`config.mk`:
```
export PLATFORM = sky130hd
export DESIGN_NAME = fetch_unit
export DESIGN_NICKNAME = d
export VERILOG_FILES = /design/src/rtl/fetch_pkg.sv /design/src/rtl/fetch_queue.sv /design/src/rtl/fetch_unit.sv
export SDC_FILE = /design/constraint.sdc
export NUM_CORES = 1
export LEC_CHECK = 0
export CAP_MARGIN = 15
export CORE_MARGIN = 2
export CORE_UTILIZATION = 34
export DETAILED_ROUTE_END_ITERATION = 7
export HOLD_SLACK_MARGIN = 0.05
export SETUP_SLACK_MARGIN = 0.2
export SLEW_MARGIN = 25
export SYNTH_ARGS = -nofsm -noshare
export SYNTH_HDL_FRONTEND = slang
export SYNTH_SLANG_ARGS = --single-unit
```
`constraint.sdc`:
```
create_clock -name clk -period 2.2 [get_ports clk]
set_input_delay 0.44 -clock clk [delete_from_list [all_inputs] [get_ports clk]]
set_output_delay 0.44 -clock clk [all_outputs]
set_load 0.01 [all_outputs]
```
`src/rtl/fetch_pkg.sv`:
```
// Shared constants, queue entry type and address helper for the fetch front end.
package fetch_pkg;

  localparam int INST_BYTES = 4;
  localparam int PC_INC     = 4;
  localparam int IDX_W      = 64;

  typedef struct packed {
    logic [31:0] pc;
    logic [31:0] data;
  } fetch_entry_t;

  // Byte address to word index; callers truncate to their memory width.
  function automatic logic [IDX_W-1:0] word_index(input logic [IDX_W-1:0] byte_addr);
    return byte_addr >> $clog2(INST_BYTES);
  endfunction

endpackage

```
`src/rtl/fetch_queue.sv`:
```
// Small synchronous FIFO holding fetched {pc, instruction} entries.
// Flush empties the queue and wins over any push or pop in the same cycle.
module fetch_queue #(
  parameter int DEPTH = 2,
  parameter int W     = 64
) (
  input  logic                         clk,
  input  logic                         clr_n,
  input  logic                         push,
  input  logic [W-1:0]                 push_data,
  input  logic                         pop,
  input  logic                         flush,
  output logic [W-1:0]                 head,
  output logic [$clog2(DEPTH+1)-1:0]   count
);

  localparam int PW    = (DEPTH > 1) ? $clog2(DEPTH) : 1;
  localparam int CNT_W = $clog2(DEPTH + 1);

  logic [W-1:0]  mem [DEPTH];
  logic [PW-1:0] rd_ptr;
  logic [PW-1:0] wr_ptr;

  // Pointers wrap modulo DEPTH, so non-power-of-two depths work too.
  function automatic logic [PW-1:0] bump(input logic [PW-1:0] p);
    return (p == PW'(DEPTH - 1)) ? '0 : p + PW'(1);
  endfunction

  always_ff @(posedge clk or negedge clr_n) begin
    if (!clr_n) begin
      rd_ptr <= '0;
      wr_ptr <= '0;
      count  <= '0;
      for (int i = 0; i < DEPTH; i++) mem[i] <= '0;
    end else if (flush) begin
      rd_ptr <= '0;
      wr_ptr <= '0;
      count  <= '0;
    end else begin
      if (push) begin
        mem[wr_ptr] <= push_data;
        wr_ptr      <= bump(wr_ptr);
      end
      if (pop) rd_ptr <= bump(rd_ptr);
      if (push && !pop)      count <= count + CNT_W'(1);
      else if (pop && !push) count <= count - CNT_W'(1);
    end
  end

  assign head = mem[rd_ptr];

endmodule

```
`src/rtl/fetch_unit.sv`:
```
// Stallable, redirectable instruction fetch front end with a small return queue.
// Define FETCH_BYPASS_EN to forward a return straight to decode when the queue is empty.
module fetch_unit
  import fetch_pkg::*;
#(
  parameter int                ADDR_W   = 32,
  parameter int                DATA_W   = 32,
  parameter int                IMEM_AW  = 10,
  parameter logic [ADDR_W-1:0] RESET_PC = '0,
  parameter int                QDEPTH   = 2
) (
  input  logic               clk,
  input  logic               clr_n,
  input  logic               redirect_valid,
  input  logic [ADDR_W-1:0]  redirect_addr,
  output logic               imem_en,
  output logic [IMEM_AW-1:0] imem_addr,
  input  logic [DATA_W-1:0]  imem_rdata,
  output logic               inst_valid,
  input  logic               inst_ready,
  output logic [DATA_W-1:0]  inst_data,
  output logic [ADDR_W-1:0]  inst_pc
);

  localparam int CNT_W = $clog2(QDEPTH + 1);
  localparam int ENT_W = ADDR_W + DATA_W;

  typedef struct packed {
    logic [ADDR_W-1:0] pc;
    logic [DATA_W-1:0] data;
  } entry_t;

  logic [ADDR_W-1:0] pc;
  logic [ADDR_W-1:0] issued_pc;
  logic              inflight;
  logic              run;
  logic              issue;
  logic              pop;
  logic              qpush;
  logic              qpop;
  logic [CNT_W-1:0]  count;
  logic [CNT_W:0]    occupancy;
  logic [ENT_W-1:0]  head_bits;
  entry_t            head;
  entry_t            ret;

  assign ret       = '{pc: issued_pc, data: imem_rdata};
  assign head      = head_bits;
  assign occupancy = {1'b0, count} + {{CNT_W{1'b0}}, inflight};

`ifdef FETCH_BYPASS_EN
  logic bypass;
  assign bypass     = inflight && !redirect_valid && (count == '0);
  assign inst_valid = bypass || (count != '0);
  assign inst_data  = bypass ? imem_rdata : head.data;
  assign inst_pc    = bypass ? issued_pc  : head.pc;
  assign qpush      = inflight && !redirect_valid && !(bypass && inst_ready);
  assign qpop       = pop && !bypass;
`else
  assign inst_valid = (count != '0);
  assign inst_data  = head.data;
  assign inst_pc    = head.pc;
  assign qpush      = inflight && !redirect_valid;
  assign qpop       = pop;
`endif

  // Counting the in-flight read as occupied guarantees every return has a slot.
  assign pop       = inst_valid && inst_ready;
  assign issue     = run && !redirect_valid && ((occupancy < (CNT_W+1)'(QDEPTH)) || pop);
  assign imem_en   = issue;
  assign imem_addr = IMEM_AW'(word_index(IDX_W'(pc)));

  // run holds off the first fetch until the cycle after reset is released.
  always_ff @(posedge clk or negedge clr_n) begin
    if (!clr_n) begin
      pc        <= RESET_PC;
      issued_pc <= '0;
      inflight  <= 1'b0;
      run       <= 1'b0;
    end else begin
      run      <= 1'b1;
      inflight <= issue;
      if (redirect_valid) begin
        pc <= redirect_addr & ~ADDR_W'(INST_BYTES - 1);
      end else if (issue) begin
        pc        <= pc + ADDR_W'(PC_INC);
        issued_pc <= pc;
      end
    end
  end

  fetch_queue #(
    .DEPTH (QDEPTH),
    .W     (ENT_W)
  ) u_queue (
    .clk       (clk),
    .clr_n     (clr_n),
    .push      (qpush),
    .push_data (ret),
    .pop       (qpop),
    .flush     (redirect_valid),
    .head      (head_bits),
    .count     (count)
  );

endmodule

```
==> metrics.csv <==
stage,metric,value,unit
sta,max-slew violation total from the final report,0,
grt,GR Overflow Total,0,
routing,via count of the routed design,5704,
run,max capacitance violation total,0,
worst_hold_path,path class of the lowest-slack min-delay path,in2reg,
setup_path,CP required,1.76,ns
sta,Max-slew headroom,0.6524,
power,Flop pwr share,0.433,
sta,Finish-stage setup viols,0,
grt,maximum number of pins on one net before global-route repair,62,
clock_tree,Worst-path clk slew,0.07,ns
grt,total routing usage reported by global routing,0.1558,
yosys,Synth area leader,sky130_fd_sc_hd__dfrtp_1,
floorplanning,standard-cell row count,58,
sta,Worst Clk Skew,0.009619,ns
clock_tree,Longest Clk Path Bufs,2,
floorplanning,core area,0.02496,mm^2
yosys,fraction of the yosys area taken by sequential cells,0.5561,
sta,slew at the pin closest to its max-slew limit,0.5082,ns
power,share of total power in the clock network,0.308,
grt,via count of the first global-routing pass,5886,
setup_path,Buffers & Inverters on Critical Path,4,
power,net switching power,2.937,mW
power,reported leakage power,5.203,nW
clock_tree,sink count of the clock tree,190,
yosys,number of register bits inferred by synthesis,190,
finish,Syn-to-layout area delta,35.80,%
floorplanning,I/O pin cnt,144,
routing,number of design rule violations left after detail routing,0,
yosys,"share of synthesized cell area in and, or, nand and nor gates",0.09922,
clock_tree,clock tree from TritonCTS,built,
yosys,Syn. warnings,0,
setup_path,most used cell along the critical path,sky130_fd_sc_hd__buf_12,
floorplanning,die height,162.6,um
setup_path,dominant delay contributor by cell family on the critical path,buffers and inverters,
finish,fraction of final layout cells with drive strength greater than 1,0.3977,
finish,combined area of the multi-input logic cells,0.003685,mm^2
finish,area taken by flip-flops and latches,0.004757,mm^2
grt,initial antenna violation count,0,
sta,setup repair after global routing missed its margin,yes,
finish,number of filler instances in the final layout,2329,
yosys,multiplexer area fraction after synthesis,0.2475,
setup_path,slowest cell delay on critical path,0.41,ns
place,placed wire-length estimate,13280,um
yosys,count of cell types in the netlist,36,
power,cell-internal power,7.925,mW
routing,DR WL/cell,16.78,um
setup_path,critical path class,reg2out,
routing,first-pass detailed-route iteration total,4,
routing,count of antenna-violating nets left after detailed routing,0,
place,placer's final routability congestion estimate,0.7867,
power,proportion of total power due to net switching,0.2704,
yosys,mean area per synthesized cell,12.27,um^2
setup_path,Worst Setup Start Kind,register,
floorplanning,initial core utilization,0.3425,
grt,global-route wire length before repair,32120,um
place,number of buffers inserted by port buffering,139,
place,number of instances in the placed design,1151,
setup_path,slowest library cell on the worst path,sky130_fd_sc_hd__dfrtp_2,
power,overall power of the completed layout,10.86,mW
finish,antenna diode instance count,0,
yosys,parity-gate share of the synthesized area counting xor and xnor cells,0.03176,
clock_tree,Num CTS Buffers,17,
sta,time the final worst path needs with I/O delays and setup,2.128,ns
yosys,most area-consuming cells after synthesis,"sky130_fd_sc_hd__dfrtp_1 56%, sky130_fd_sc_hd__mux2_2 25%, sky130_fd_sc_hd__nand2_1 5.3%, sky130_fd_sc_hd__xnor2_1 2.8%, sky130_fd_sc_hd__o21ai_0 1.8%",
setup_path,maximum net fanout on the critical path,6,
setup_path,data arrival at the endpoint of the critical path,1.69,ns
sta,period utilization,0.9673,
yosys,Synth Area in Compound Gates,0.02810,
routing,post-detailed-route via-to-cell ratio,4.753,
floorplanning,overall die area,0.02643,mm^2
power,largest voltage drop on the vdd net,0.5520,mV
yosys,synthesized cell area,0.008549,mm^2
clock_tree,deepest level of the CTS H-tree,4,
outcome,result of the run,"complete, no violations",
yosys,fraction of the mapped netlist area in adder cells,0.001463,
yosys,largest family of logic cells by synthesized area,multiplexers,
routing,first-iteration detailed-routing DRC count,300,
setup_path,"Critical Path, Cell by Cell","buf_12, buf_12, clkbuf_16, mux2_4, buf_6",
routing,total wire length after detailed routing,20130,um
power,pwr/cell area,935.6,mW/mm^2
clock_tree,clock latency of the later-clocked register in the worst-skew pair,0.43,ns
sta,Fin. Hold Viols,0,
yosys,instance count of the mapped netlist,697,
finish,final cell utilization of the core,0.4651,
clock_tree,clock tree root driver cell,sky130_fd_sc_hd__clkbuf_16,
finish,"non-filler cells, final",1200,
sta,timing-limited maximum frequency,469.9,MHz
yosys,share of the synthesized area in the top cell type,0.5561,
finish,final-stage net count,926,
finish,"leading cell types in the layout, fill and taps excluded","188 x sky130_fd_sc_hd__dfrtp_1, 143 x sky130_fd_sc_hd__mux2_2, 119 x sky130_fd_sc_hd__nand2_1",
setup_path,category of the worst setup path capture point,output port,
floorplanning,overall die width,162.6,um
power,Gate power share,0.260,
sta,Total Neg Setup Slack,0,ns
finish,"leading cell type in the layout, fill and taps excluded",sky130_fd_sc_hd__dfrtp_1,
## per-layer routing
| layer | up-vias | GRT usage | wire length (um) |
|---|---|---|---|
| li1 | 2739 | - | - |
| met1 | 2831 | 0.2121 | 9703 |
| met2 | 119 | 0.2571 | 9488 |
| met3 | 15 | 0.02852 | 722 |
| met4 | 0 | 0.04143 | 218 |
| met5 | - | 0 | 0 |
## synth_stat cells (all sizes together)
| cell type | instances |
|---|---|
| dfrtp | 190 |
| or2 | 1 |
| or3 | 1 |
| buf | 17 |
| clkinv | 1 |
| conb | 2 |
| ha | 1 |
| nor3b | 1 |
| a21oi | 1 |
| nand4 | 10 |
| inv | 7 |
| nand3 | 12 |
| and3 | 5 |
| mux2i | 1 |
| nor4b | 1 |
| xor2 | 4 |
| o21a | 1 |
| o211ai | 1 |
| xnor2 | 27 |
| nand2 | 120 |
| o21ai | 36 |
| a31oi | 1 |
| clkbuf | 34 |
| and4b | 1 |
| nor3 | 3 |
| mux2 | 187 |
| a2111oi | 1 |
| nor4 | 18 |
| or4 | 1 |
| and4 | 4 |
| nor2 | 7 |
## through the flow
step,hold WS [ns],instance area [um^2],setup slack (ns)
finish,0.4639,11610,0.07185
global route,0.4669,11610,0.02562
CTS,0.4343,11530,0.03237
detailed placement,0.4791,10490,-0.1777
global placement,0.4791,10490,-0.1795
floorplan,0.1444,8553,0.2377
## final timing paths
path / end / from / depth (start not counted) / slack, ns
max in group asynchronous: u_queue.mem[46] / clr_n / 3 / 0.95
min: u_queue.count[0] / redirect_valid / 3 / 0.46
min in group asynchronous: u_queue.mem[28] / clr_n / 2 / 0.57
max: inst_data[27] / u_queue.rd_ptr / 5 / 0.07
max reg2reg: pc[31] / u_queue.count[0] / 6 / 0.28
min reg2reg: issued_pc[29] / issued_pc[29] / 2 / 0.50
## state kept, by name, indices dropped and copies added (netlist names)
name	count
pc	30
u_queue.count	2
u_queue.rd_ptr	1
inflight	1
u_queue.mem	124
issued_pc	30
u_queue.wr_ptr	1
run	1
## tightest hold or removal path, delay by kind of cell
family / cells / cell delay (ns)
AND/OR/NAND/NOR: 1 / 0.06
buffers and inverters: 2 / 0.34
## final cells by class
class | instances | area share
Multi-Input combinational cell | 449 | 0.3174
Clock buffer | 18 | 0.03783
Clock inverter | 14 | 0.01692
Sequential cell | 190 | 0.4097
Timing Repair Buffer | 191 | 0.1795
Tap cell | 330 | 0.03556
Inverter | 8 | 0.003018
## kinds of logic (layout without fill, tap and decap cells)
logic type | count (synthesis) | after routing
adder cells (fa/ha/maj) | 1 | 1
buffers and inverters | 59 | 231
AND/OR/NAND/NOR | 185 | 185
other | 2 | 3
multiplexers | 188 | 188
XOR/XNOR | 31 | 31
AO/OA/AOI/OAI | 41 | 41
flip-flops | 190 | 190
## power groups by stage
stage                     Clock, mW  Sequential, mW  Combinational [mW]
after floorplan                   0            4.62                1.43
after global placement            0            4.72                2.54
after detailed placement          0            4.75                2.57
final                          3.34            4.70                2.82
after global routing           3.57            4.82                3.04
after CTS                      3.43            4.70                2.84
## what timing repair did
action | CTS | global route
pin swaps | 3 | 0
gates resized for setup | 371 | 3
hold buffers | 1 | 0
setup buffers | 9 | 3
hold endpoints to repair | 55 | 0
setup endpoints to repair | 65 | 63
cloned | 2 | 2
No activity file was read; power rests on OpenSTA's default activity.
==> patch 1: new RTL, same settings <==
The parameter `ADDR_W` goes from 32 to 36.
--- a/src/rtl/fetch_unit.sv
+++ b/src/rtl/fetch_unit.sv
@@ -4,5 +4,5 @@
   import fetch_pkg::*;
 #(
-  parameter int                ADDR_W   = 32,
+  parameter int                ADDR_W   = 36,
   parameter int                DATA_W   = 32,
   parameter int                IMEM_AW  = 10,
Interface: changed (resized inst_pc and redirect_addr); port bits go from 144 to 152. The function was not compared with the original's and may differ.
==> patch 1 against the unedited design <==
The run now ends with negative setup slack left; design area increased by 8.1%; routed wire length increased by 7.5%; area after synthesis increased by 8.4%; total power grew 11%; via count increased by 5.6%; maximum frequency fell by 11%; worst setup slack worse by 270 ps; sequential cell count increased by 16; highest routed layer unchanged.
==> patch 1: results (changes against the unedited design) <==
stage,metric,value,unit,change
synthesis,seq_area_frac_synth,0.556,,about the same
final_layout,drive_gt1_frac,0.471,,+0.0731
timing,hold_ws,240,ps,-224 ps
worst_hold_path,hold_path_depth,2,,-1
critical_path,cpPeakStageDelay,500,ps,+90 ps
drt,wl_met2,9990,µm,+5.2%
timing,fin_ws,-193,ps,-265 ps
critical_path,worst_path_max_delay_cell,dfrtp_4,,
timing,slew_headroom,0.642,,-0.0109
critical_path,rr_worst_depth,5,,-1
critical_path,rr_endpoint,pc[30]$_DFFE_PN0P_,,
final_layout,fin_cells,1250,,+4.2%
grt,grtUsageTotal,0.150,,-0.00543
timing,finClkSkew,19.9,ps,+10.3 ps
drt,avgViaCountPerCell,4.82,,+1.3%
drt,met1Wirelength,10300,µm,+5.7%
clock_network,clock_latency,520,ps,+90 ps
grt,grt_pass1_vias,6319,,+7.4%
grt,grt_use_met3,0.0276,,-0.000931
power_and_ir_drop,p_leak,5.49,nW,+5.6%
final_layout,reg_top3,"u_queue.mem x132, issued_pc x34, pc x34",,
synthesis,synth.distinct_cells,42,,+17%
critical_path,r2r-start,pc[16]$_DFFE_PN0P_,,
clock_network,clock_path_buffers,3,,+1
placed_design,port_buffers,147,,+5.8%
timing,setup_tns,-5890,ps,-5890 ps
final_layout,nFillCells,2473,,+6.2%
drt,first_iter_violations,277,,-7.7%
clock_network,numCtsBuffers,23,,+6
grt,grt_pass1_wl,34400,µm,+7.2%
synthesis,syn_area_per_cell,13.2,µm²,+7.5%
clock_network,clkSlewWorstSetupHoldPaths,60,ps,
placed_design,placed_area,11300,µm²,+7.9%
grt,use_met2,0.246,,-0.0113
status,failed_checks,negative setup slack,,
grt,grtUsageMet1,0.209,,-0.00348
critical_path,critPathMaxFanout,5,,-1
placed_design,place_congestion,0.760,,-3.4%
placed_design,dp.final_hpwl,13900,µm,+5.0%
status,status,"finished, violations left",,
placed_design,placedCellCount,1182,,+2.7%
grt,grt_max_degree,63,,+1.6%
drt,wl_met3,943,µm,+31%
timing,setup_viol,44,,+44
placed_design,dp_slack,-169,ps,+8.42 ps
synthesis,synth_area_leaders,"dfrtp_1, mux2_2, xnor2_1, nand2_1, o21ai_0",,
final_layout,fin_nets,969,,+4.6%
critical_path,cp_data_arrival_time,1950,ps,+260 ps
clock_network,htreeDepth,1,,-3
-- patch 1: cell count changes after synthesis, moves of 8 or more --
cell	delta
nand2_1	-72
mux2_2	+38
dfrtp_1	+16
nor4_1	-12
buf_2	+10
clkbuf_1	-8
-- patch 1: repair_timing --
| action | in CTS | in global routing |
|---|---|---|
| resized for setup | 233 | 129 |
| hold buffers | 1 | 0 |
| cloned | 2 | 2 |
| pin swaps | 1 | 3 |
| setup endpoints to repair | 80 | 85 |
| hold endpoints to repair | 57 | 0 |
| setup buffers | 12 | 13 |
-- patch 1: logic make-up (layout without fill, tap and decap cells) --
group / Yosys count / count (layout) / share of synthesized area
other: 2 / 3 / 0.000810
AOI/OAI and AO/OA: 52 / 52 / 0.0324
buffers and inverters: 63 / 268 / 0.0325
and+or+nand+nor: 118 / 118 / 0.0688
xor gates and xnor gates: 33 / 33 / 0.0312
muxes: 228 / 228 / 0.277
DFF: 206 / 206 / 0.556
adders and majority gates: 1 / 1 / 0.00135
-- patch 1: where the power goes --
group,switching [mW],internal [mW]
Combinational,1.16,1.94
Sequential,0.482,4.71
Clock,1.50,2.28
Total,3.14,8.93
-- patch 1: worst max path at each step --
| stage | to | slack (ps) | depth (start not counted) |
|---|---|---|---|
| final | inst_pc[31] | -190 | 6 |
| after global routing | inst_pc[31] | -230 | 6 |
| after CTS | inst_data[19] | -330 | 3 |
| after detailed placement | imem_en | -170 | 5 |
| after global placement | imem_en | -170 | 5 |
| after floorplan | imem_en | 220 | 7 |
-- patch 1: layout make-up --
class | count | share of cell area
inverters | 11 | 0.00329
well taps | 341 | 0.0340
clock buffers | 31 | 0.0514
repair buffers | 219 | 0.182
flip-flops and latches | 206 | 0.411
multi-input cells | 435 | 0.311
clock inverters | 7 | 0.00728
